--- src/rtl/uart_pkg.sv ---
// Shared UART types: TX/RX state encodings, io_err bit positions, line levels.
package uart_pkg;

    typedef enum logic [2:0] {
        TX_IDLE,
        TX_START,
        TX_DATA,
        TX_PAR,
        TX_STOP
    } tx_state_e;

    typedef enum logic [2:0] {
        RX_IDLE,
        RX_START,
        RX_DATA,
        RX_PAR,
        RX_STOP
    } rx_state_e;

    localparam int ERR_ANY     = 4;
    localparam int ERR_PARITY  = 3;
    localparam int ERR_FRAME   = 2;
    localparam int ERR_OVERRUN = 1;
    localparam int ERR_LOST    = 0;

    localparam logic START_BIT = 1'b0;
    localparam logic STOP_BIT  = 1'b1;

    function automatic logic even_par(input logic [7:0] d);
        return ^d;
    endfunction

endpackage

--- src/rtl/uart_rx_fifo.sv ---
// Synchronous first-word-fall-through byte FIFO for received UART data.
// Latency: a push is visible on rdat_o/empty_o the cycle after it is written.
// Backpressure: push is dropped when full unless a pop frees a slot in the same cycle.
module uart_rx_fifo #(
    parameter int DEPTH = 16
) (
    input  logic       clk,
    input  logic       rst,
    input  logic       push_i,
    input  logic [7:0] wdat_i,
    input  logic       pop_i,
    output logic [7:0] rdat_o,
    output logic       full_o,
    output logic       empty_o
);

    localparam int AW = $clog2(DEPTH);

    logic [7:0]  mem_q [DEPTH];
    logic [AW:0] wr_ptr_q, wr_ptr_d;
    logic [AW:0] rd_ptr_q, rd_ptr_d;
    logic        do_push, do_pop;

    assign empty_o = (wr_ptr_q == rd_ptr_q);
    assign full_o  = (wr_ptr_q[AW] != rd_ptr_q[AW]) && (wr_ptr_q[AW-1:0] == rd_ptr_q[AW-1:0]);
    assign do_pop  = pop_i && !empty_o;
    assign do_push = push_i && (!full_o || do_pop);

    assign wr_ptr_d = wr_ptr_q + {{AW{1'b0}}, do_push};
    assign rd_ptr_d = rd_ptr_q + {{AW{1'b0}}, do_pop};

    // Head is forced to zero while empty so the output has a defined reset value.
    assign rdat_o = empty_o ? 8'h00 : mem_q[rd_ptr_q[AW-1:0]];

    always_ff @(posedge clk) begin
        if (rst) begin
            wr_ptr_q <= '0;
            rd_ptr_q <= '0;
        end else begin
            wr_ptr_q <= wr_ptr_d;
            rd_ptr_q <= rd_ptr_d;
        end
    end

    always_ff @(posedge clk) begin
        if (do_push) begin
            mem_q[wr_ptr_q[AW-1:0]] <= wdat_i;
        end
    end

endmodule

--- src/rtl/uart_io.sv ---
// UART byte bridge (8N1, or 8E1 when UART_PARITY_EN is defined) with RX FIFO and sticky errors.
// Latency: TX start bit one cycle after accept; RX byte visible one cycle after stop sample.
// Backpressure: io_out_rdy only in TX idle; RX bytes arriving to a full, unpopped FIFO are dropped.
module uart_io
    import uart_pkg::*;
#(
    parameter int CLK_HZ   = 100000000,
    parameter int BAUD     = 115200,
    parameter int RX_DEPTH = 16
) (
    input  logic       clk,
    input  logic       rst,
    input  logic       uart_rxd,
    output logic       uart_txd,
    input  logic [7:0] io_out_data,
    input  logic       io_out_vld,
    output logic       io_out_rdy,
    output logic [7:0] io_in_data,
    output logic       io_in_vld,
    input  logic       io_in_rdy,
    output logic [4:0] io_err,
    input  logic       err_clr
);

    localparam int CPB = CLK_HZ / BAUD;
    localparam int CW  = $clog2(CPB);
    localparam logic [CW-1:0] CPB_LAST  = CW'(CPB - 1);
    localparam logic [CW-1:0] HALF_LAST = CW'(CPB / 2 - 1);

    tx_state_e     tx_state_q, tx_state_d;
    logic [CW-1:0] tx_cnt_q, tx_cnt_d;
    logic [2:0]    tx_bit_q, tx_bit_d;
    logic [7:0]    tx_byte_q, tx_byte_d;
    logic          tx_txd_q, tx_txd_d;
    logic          tx_rdy_q;

    always_comb begin
        tx_state_d = tx_state_q;
        tx_cnt_d   = tx_cnt_q + 1'b1;
        tx_bit_d   = tx_bit_q;
        tx_byte_d  = tx_byte_q;
        case (tx_state_q)
            TX_IDLE: begin
                tx_cnt_d = '0;
                if (io_out_vld && tx_rdy_q) begin
                    tx_byte_d  = io_out_data;
                    tx_state_d = TX_START;
                end
            end
            TX_START: begin
                if (tx_cnt_q == CPB_LAST) begin
                    tx_cnt_d   = '0;
                    tx_bit_d   = '0;
                    tx_state_d = TX_DATA;
                end
            end
            TX_DATA: begin
                if (tx_cnt_q == CPB_LAST) begin
                    tx_cnt_d = '0;
                    if (tx_bit_q == 3'd7) begin
`ifdef UART_PARITY_EN
                        tx_state_d = TX_PAR;
`else
                        tx_state_d = TX_STOP;
`endif
                    end else begin
                        tx_bit_d = tx_bit_q + 3'd1;
                    end
                end
            end
            TX_PAR: begin
                if (tx_cnt_q == CPB_LAST) begin
                    tx_cnt_d   = '0;
                    tx_state_d = TX_STOP;
                end
            end
            TX_STOP: begin
                if (tx_cnt_q == CPB_LAST) begin
                    tx_cnt_d   = '0;
                    tx_state_d = TX_IDLE;
                end
            end
            default: tx_state_d = TX_IDLE;
        endcase

        // Line level is registered from the next state so the start bit leaves the cycle after accept.
        case (tx_state_d)
            TX_START: tx_txd_d = START_BIT;
            TX_DATA:  tx_txd_d = tx_byte_d[tx_bit_d];
            TX_PAR:   tx_txd_d = even_par(tx_byte_d);
            default:  tx_txd_d = STOP_BIT;
        endcase
    end

    always_ff @(posedge clk) begin
        if (rst) begin
            tx_state_q <= TX_IDLE;
            tx_cnt_q   <= '0;
            tx_bit_q   <= '0;
            tx_byte_q  <= '0;
            tx_txd_q   <= STOP_BIT;
            tx_rdy_q   <= 1'b0;
        end else begin
            tx_state_q <= tx_state_d;
            tx_cnt_q   <= tx_cnt_d;
            tx_bit_q   <= tx_bit_d;
            tx_byte_q  <= tx_byte_d;
            tx_txd_q   <= tx_txd_d;
            tx_rdy_q   <= (tx_state_d == TX_IDLE);
        end
    end

    assign uart_txd   = tx_txd_q;
    assign io_out_rdy = tx_rdy_q;

    logic          rxd_meta_q, rxd_sync_q, rxd_prev_q;
    rx_state_e     rx_state_q, rx_state_d;
    logic [CW-1:0] rx_cnt_q, rx_cnt_d;
    logic [2:0]    rx_bit_q, rx_bit_d;
    logic [7:0]    rx_shift_q, rx_shift_d;
`ifdef UART_PARITY_EN
    logic          rx_par_bad_q, rx_par_bad_d;
`endif
    logic          rx_push, rx_pop, fifo_full, fifo_empty;
    logic          set_lost, set_frame, set_parity, set_overrun;

    assign io_in_vld = !fifo_empty;
    assign rx_pop    = io_in_vld && io_in_rdy;

    always_comb begin
        rx_state_d  = rx_state_q;
        rx_cnt_d    = rx_cnt_q + 1'b1;
        rx_bit_d    = rx_bit_q;
        rx_shift_d  = rx_shift_q;
`ifdef UART_PARITY_EN
        rx_par_bad_d = rx_par_bad_q;
`endif
        rx_push     = 1'b0;
        set_lost    = 1'b0;
        set_frame   = 1'b0;
        set_parity  = 1'b0;
        set_overrun = 1'b0;
        case (rx_state_q)
            RX_IDLE: begin
                rx_cnt_d = '0;
                if (rxd_prev_q && !rxd_sync_q) begin
                    rx_state_d = RX_START;
                end
            end
            RX_START: begin
                if (rx_cnt_q == HALF_LAST) begin
                    rx_cnt_d = '0;
                    rx_bit_d = '0;
                    if (rxd_sync_q != START_BIT) begin
                        set_lost   = 1'b1;
                        rx_state_d = RX_IDLE;
                    end else begin
                        rx_state_d = RX_DATA;
                    end
                end
            end
            RX_DATA: begin
                if (rx_cnt_q == CPB_LAST) begin
                    rx_cnt_d   = '0;
                    rx_shift_d = {rxd_sync_q, rx_shift_q[7:1]};
                    if (rx_bit_q == 3'd7) begin
`ifdef UART_PARITY_EN
                        rx_state_d = RX_PAR;
`else
                        rx_state_d = RX_STOP;
`endif
                    end else begin
                        rx_bit_d = rx_bit_q + 3'd1;
                    end
                end
            end
`ifdef UART_PARITY_EN
            RX_PAR: begin
                if (rx_cnt_q == CPB_LAST) begin
                    rx_cnt_d     = '0;
                    rx_par_bad_d = (rxd_sync_q != even_par(rx_shift_q));
                    rx_state_d   = RX_STOP;
                end
            end
`endif
            RX_STOP: begin
                if (rx_cnt_q == CPB_LAST) begin
                    rx_cnt_d   = '0;
                    rx_state_d = RX_IDLE;
                    if (rxd_sync_q != STOP_BIT) begin
                        set_frame = 1'b1;
                    end
`ifdef UART_PARITY_EN
                    else if (rx_par_bad_q) begin
                        set_parity = 1'b1;
                    end
`endif
                    else if (fifo_full && !rx_pop) begin
                        set_overrun = 1'b1;
                    end else begin
                        rx_push = 1'b1;
                    end
                end
            end
            default: rx_state_d = RX_IDLE;
        endcase
    end

    always_ff @(posedge clk) begin
        if (rst) begin
            rxd_meta_q <= 1'b1;
            rxd_sync_q <= 1'b1;
            rxd_prev_q <= 1'b1;
            rx_state_q <= RX_IDLE;
            rx_cnt_q   <= '0;
            rx_bit_q   <= '0;
            rx_shift_q <= '0;
`ifdef UART_PARITY_EN
            rx_par_bad_q <= 1'b0;
`endif
        end else begin
            rxd_meta_q <= uart_rxd;
            rxd_sync_q <= rxd_meta_q;
            rxd_prev_q <= rxd_sync_q;
            rx_state_q <= rx_state_d;
            rx_cnt_q   <= rx_cnt_d;
            rx_bit_q   <= rx_bit_d;
            rx_shift_q <= rx_shift_d;
`ifdef UART_PARITY_EN
            rx_par_bad_q <= rx_par_bad_d;
`endif
        end
    end

    uart_rx_fifo #(
        .DEPTH (RX_DEPTH)
    ) u_rx_fifo (
        .clk     (clk),
        .rst     (rst),
        .push_i  (rx_push),
        .wdat_i  (rx_shift_q),
        .pop_i   (rx_pop),
        .rdat_o  (io_in_data),
        .full_o  (fifo_full),
        .empty_o (fifo_empty)
    );

    logic [3:0] err_q, err_d, err_set;
    logic       any_q;

    // A new error in the clearing cycle survives the clear.
    always_comb begin
        err_set              = '0;
        err_set[ERR_PARITY]  = set_parity;
        err_set[ERR_FRAME]   = set_frame;
        err_set[ERR_OVERRUN] = set_overrun;
        err_set[ERR_LOST]    = set_lost;
        err_d                = (err_clr ? 4'b0000 : err_q) | err_set;
    end

    always_ff @(posedge clk) begin
        if (rst) begin
            err_q <= '0;
            any_q <= 1'b0;
        end else begin
            err_q <= err_d;
            any_q <= |err_d;
        end
    end

    always_comb begin
        io_err          = '0;
        io_err[3:0]     = err_q;
        io_err[ERR_ANY] = any_q;
    end

endmodule
--- config.mk ---
export PLATFORM = sky130hd
export DESIGN_NAME = uart_io
export DESIGN_NICKNAME = d
export VERILOG_FILES = /design/src/rtl/uart_pkg.sv /design/src/rtl/uart_rx_fifo.sv /design/src/rtl/uart_io.sv
export SDC_FILE = /design/constraint.sdc
export NUM_CORES = 1
export LEC_CHECK = 0
export CORE_MARGIN = 8
export CORE_UTILIZATION = 45
export CTS_CLUSTER_DIAMETER = 40
export DETAILED_ROUTE_END_ITERATION = 10
export PLACE_DENSITY = 0.59
export SLEW_MARGIN = 20
export SYNTH_ARGS = -nofsm -noshare
export SYNTH_HDL_FRONTEND = slang
export SYNTH_SLANG_ARGS = --single-unit
export TNS_END_PERCENT = 20
--- constraint.sdc ---
create_clock -name clk -period 3.6 [get_ports clk]
set_input_delay 0.72 -clock clk [delete_from_list [all_inputs] [get_ports clk]]
set_output_delay 0.72 -clock clk [all_outputs]
set_load 0.02 [all_outputs]
# [Word-level counts from Yosys, hierarchy flattened]
# Memories as Yosys holds them, arrays and structs flattened. A register that Yosys moved wholly into a read port is not among the register bits.
# Cells that the tools add are included.
[classes] n_addsub=6 bitwise=1 n_reduce_logical=23 order_cmp=1 muxes=51 n_eq_ne=24
[ops] op="$mux W3" n=17
[ops] op="$mux W10" n=3
[ops] op="$pmux W10 S3" n=1
[ops] op="$mux W8" n=3
[ops] op="$add A10 B1 Y10 const B" n=2
[ops] op="$eq A10 B10 Y1 const B" n=2
[ops] op="$pmux W10 S2" n=1
[ops] op="$mux W1" n=17
[ops] op="$eq A3 B2 Y1 const B" n=5
[ops] op="$pmux W3 S5" n=1
[ops] op="$eq A3 B3 Y1 const B" n=4
[ops] op="$ne A2 B2 Y1 const B" n=6
[ops] op="$pmux W3 S2" n=2
[ops] op="$pmux W3 S4" n=1
[ops] op="$add A5 B1 Y5" n=2
[ops] op="$eq A10 B9 Y1 const B" n=1
[ops] op="$eq A3 B1 Y1 const B" n=3
[ops] op="$logic_not A3 Y1" n=3
[ops] op="$mux W4" n=2
[ops] op="$reduce_or A4 Y1" n=2
[ops] op="$reduce_xor A8 Y1" n=1
[ops] op="$logic_and A1 B1 Y1" n=7
[ops] op="$add A3 B1 Y3 const B" n=2
[ops] op="$eq A5 B5 Y1" n=1
[ops] op="other kinds (14)" n=17
[totals] out_inout_bits=16 inputBits=14 elab_cells=124 ram_bits=128 regBits=68 mem_count=1
[mem_list] name="u_rx_fifo.mem_q" words=16 word_bits=8 rd=1 rd_ports_with_merged_regs=1 wr=1 line_no="uart_rx_fifo.sv:19" source="logic [7:0] mem_q [DEPTH];"

# [Depth between registers and ports, before layout]
[depth] word_depth=12 depth_mapped=11 depth_no_buf=9

# [Cells and area by module]
# From an unflattened synthesis, not the netlist that was laid out.
[unflattened] cells_unflattened=611 area_unflattened_um2=8373.0
[by_module_without_submodules] mod="uart_rx_fifo" n_inst=1 area_per_inst_um2=5639.2 seq_area_each_um2=4043.9 cells_per_inst=299
[by_module_without_submodules] mod="uart_io" n_inst=1 area_per_inst_um2=2733.9 seq_area_each_um2=1161.1 cells_per_inst=312

# [Least setup slack after synthesis]
# No wires, ideal clock.
[synth_path] path_type="register to output" startpoint="register u_rx_fifo.rd_ptr_q[0]" endpoint="output port io_in_data[0]" slack_ns=0.820 path_buffers=2 t_arrival_ns=2.060 required_ns=2.880 path_stages_with_launch=6 path_cell_list="dfxtp_1 > clkbuf_1 > buf_2 > mux4_2 > mux4_2 > nor2b_1"
[synth_via] elab_chain_len=2
[synth_lines] element="start: declaration" line_no="uart_rx_fifo.sv:21" source="logic [AW:0] rd_ptr_q, rd_ptr_d;"
[synth_lines] element="start signal: assignment" line_no="uart_rx_fifo.sv:41" source="rd_ptr_q <= rd_ptr_d;"
[synth_lines] element="$eq A5 B5 Y1" line_no="uart_rx_fifo.sv:24" source="assign empty_o = (wr_ptr_q == rd_ptr_q);"
[synth_lines] element="$mux W8" line_no="uart_rx_fifo.sv:33" source="assign rdat_o = empty_o ? 8'h00 : mem_q[rd_ptr_q[AW-1:0]];"
[synth_lines] element="end: declaration" line_no="uart_io.sv:18" source="output logic [7:0] io_in_data,"
# Every way passes these cells.

# [Worst setup path in the final report]
[layout_path] startpoint="register u_rx_fifo.rd_ptr_q[0]" endpoint="output port io_in_data[3]"
# The elaborated chain is that of the path after synthesis.

==> flow_summary.ini <==
[clocking]
cts-root-to-sink-buffers = 2
worstSkewPairLatency_ns = 0.42
cts-hold-fix-buffers = 0
cts_resized = 0
post-cts-setup-buffer-count = 0
cts.clk_slew.worst_paths_ns = 0.07
clock_tree_from_tritoncts = yes
ctsHtreeMaxLevel = 4
clock_tree.root_cell = clkbuf_16
cts.sink_count = 196
cts_inserted_buffers = 17

[timing]
setup_slack_ns = 0.122
part_of_the_cycle_the_worst_path_needs_pct = 96.6
worstMarginPinSlew_ns = 0.938
setup-violations-final = 0
report.final.slew_viol_count = 0
fmaxAchievable_ghz = 0.288
slew-limit-headroom_pct = 37.3
final_critical_path_time_including_i_o_delays_and_setup_ns = 3.48
final-hold-violation-count = 0
tns_ns = 0
rsz0062_at_grt = false
fin_worst_skew_ns = 0.00695

[worst_setup_path]
cpMaxStageDelayCell = clkdlybuf4s50_1
worstSetupPathType = register to output port
required_ns = 2.88
timing.critical_path.max_delay_family = multiplexers
path_buf_inv = 2
critPathMaxStageDelay_ns = 0.53
critPathMaxFanout = 21
timing.critical_path.cells = buf_12 -> mux4_2 -> mux4_2 -> nor2b_1 -> clkdlybuf4s50_1
worst_ep_arrival_time_ns = 2.76
worstSetupEndpointType = output port
timing.critical_path.mode_cell = mux4_2
crit_path_start_kind = register

[place]
finalWeightedCongestion = 0.807
io_buffers = 29
dp_worst_setup_slack_ns = 0.504
place.detailed.hpwl_mm = 11.1

[synth]
post_synth_cell_types = 59
ys_seq_elements = 196
main_area_contributors_after_synthesis = edfxtp_1 47%, dfxtp_1 17%, mux4_2 11%
yosys_warnings = 0
synth_enable_flop_cells = 128
synth_seq_area_share_pct = 63.1
synth.most_common_cell = edfxtp_1
share_of_yosys_cell_area_claimed_by_the_top_area_cell_type_pct = 46.6
synthesis.area_mm2 = 0.00825
syn_avg_cell_area_um2 = 14.2
share_of_flip_flops_with_an_asynchronous_set_or_reset_pct = 0
synthesis.nets = 606
synthDominantAreaCellType = edfxtp_1
synth_top_cells_by_count = 128 x edfxtp_1, 80 x nor2_1, 68 x dfxtp_1
synthCells = 582
dominantRegCellSynth = edfxtp_1

[layout]
register_area_mm2 = 0.00521
multiInputGateArea_mm2 = 0.00289
area_growth_pct = 14.9
drive_above_1_share_pct = 17.5
n_antenna_cell = 0
nets = 647
filler_cells = 1537

[power]
vdd_drop_max_uv = 354
power.density_mw_per_mm2 = 453
static-leakage-power_nw = 3.10
total_power_mw = 4.29

[detailed_routing]
route.detailed.wl_per_inst_um = 19.1
detail_route.first_pass.iterations = 4
drt_iter0_markers = 242
total_number_of_vias = 4728
ant_nets = 0
route.detailed.vias_per_inst = 5.47
drc = 0
routed_wirelength_mm = 16.5

[die]
fp.dieW_um = 151
core_mm2 = 0.0180
design.die.area_mm2 = 0.0229
fp.dieH_um = 151
starting_density_pct = 45.9
placementRows = 49
floorplan.io_pins = 30

[global_routing]
grt_start_max_net_pins = 40
grt_first_pass_wirelength_mm = 26.5
first_global_vias = 4956
initial_antenna_violation_count = 0
globalRouteTotalUtil_pct = 15.3
grt_remaining_overflow = 0

[job]
timing.max_cap.violations = 0

[hold_path]
hold_path_class = register to register

[run_status]
outcome = finished clean
## worst paths after layout
path / cells after the start / slack [ns] / start / to
setup / recovery: 5 / 0.12 / u_rx_fifo.rd_ptr_q[0] / io_in_data[3]
hold / removal: 1 / 0.41 / rxd_meta_q / rxd_sync_q
setup reg to reg: 7 / 0.82 / rx_cnt_q[2] / u_rx_fifo.mem_q[6][3]
hold reg to reg: 1 / 0.41 / rxd_meta_q / rxd_sync_q
## cell families (layout without fill, tap and decap cells)
logic type / count (synthesis) / in the layout / synth area share, %
XOR/XNOR: 34 / 34 / 3.61
multiplexers: 57 / 57 / 13.0
flip-flops: 196 / 196 / 63.1
AO/OA/AOI/OAI: 45 / 45 / 4.26
adder cells (fa/ha/maj): 11 / 11 / 1.64
AND/OR/NAND/NOR: 199 / 199 / 12.5
buffers and inverters: 40 / 94 / 1.91
## sequential cells by signal (all words and copies together) (netlist names)
signal              count
any_q                   1
err_q                   4
io_out_rdy              1
rx_bit_q                3
rx_cnt_q               10
rx_shift_q              8
rx_state_q              3
rxd_meta_q              1
rxd_prev_q              1
rxd_sync_q              1
tx_bit_q                3
tx_byte_q               8
tx_cnt_q               10
tx_state_q              3
u_rx_fifo.mem_q       128
u_rx_fifo.rd_ptr_q      5
u_rx_fifo.wr_ptr_q      5
uart_txd                1
## layout make-up
type                            instances  share of cell area (%)
Clock buffer                           19                    4.57
Clock inverter                         13                    1.31
Inverter                                8                   0.317
Multi-Input combinational cell        346                    30.5
Sequential cell                       196                    54.9
Tap cell                              229                    3.02
Timing Repair Buffer                   54                    5.35
## routing by layer
metal | GRT usage [%] | up-vias | part of all wire [%]
met2 | 25.1 | 100 | 49
met1 | 19.6 | 2345 | 45
met3 | 3.53 | 19 | 4.3
li1 | - | 2264 | -
met5 | 0 | - | 0
met4 | 5.49 | 0 | 1.6
## placed cells by master (no fill, tap or decap), types with 3 or more instances in the layout
master,n
or3_1,4
mux4_2,40
inv_1,8
buf_4,22
inv_6,5
o21ai_0,5
dfxtp_1,67
nand3_1,17
nand3b_1,3
mux2i_1,17
a211oi_1,3
edfxtp_1,128
a21oi_1,14
clkbuf_16,17
nor3b_1,5
clkdlybuf4s50_1,29
nor4_1,3
nor3_1,6
nor2_1,80
nand2b_1,4
a21o_1,5
nand4_1,8
nor2b_1,21
nand2_1,20
xnor2_1,20
or2_2,4
xor2_1,14
ha_1,10
## where the power goes
part	switching, mW	internal, mW
Combinational	0.0557	0.0519
Clock	0.825	0.967
Sequential	0.0153	2.38
Total	0.896	3.40
## metrics by stage
stage	utilization, %	hold slack, ns	area, um2	cells
5_1_grt	52.8	0.433	9480	865
3_5_place_dp	49.6	0.403	8920	833
4_1_cts	52.7	0.419	9470	865
6_report	52.8	0.411	9480	865
3_3_place_gp	49.6	0.397	8920	833
2_1_floorplan	-	0.389	8250	582
Note: power is estimated with default switching activity, not from simulation.
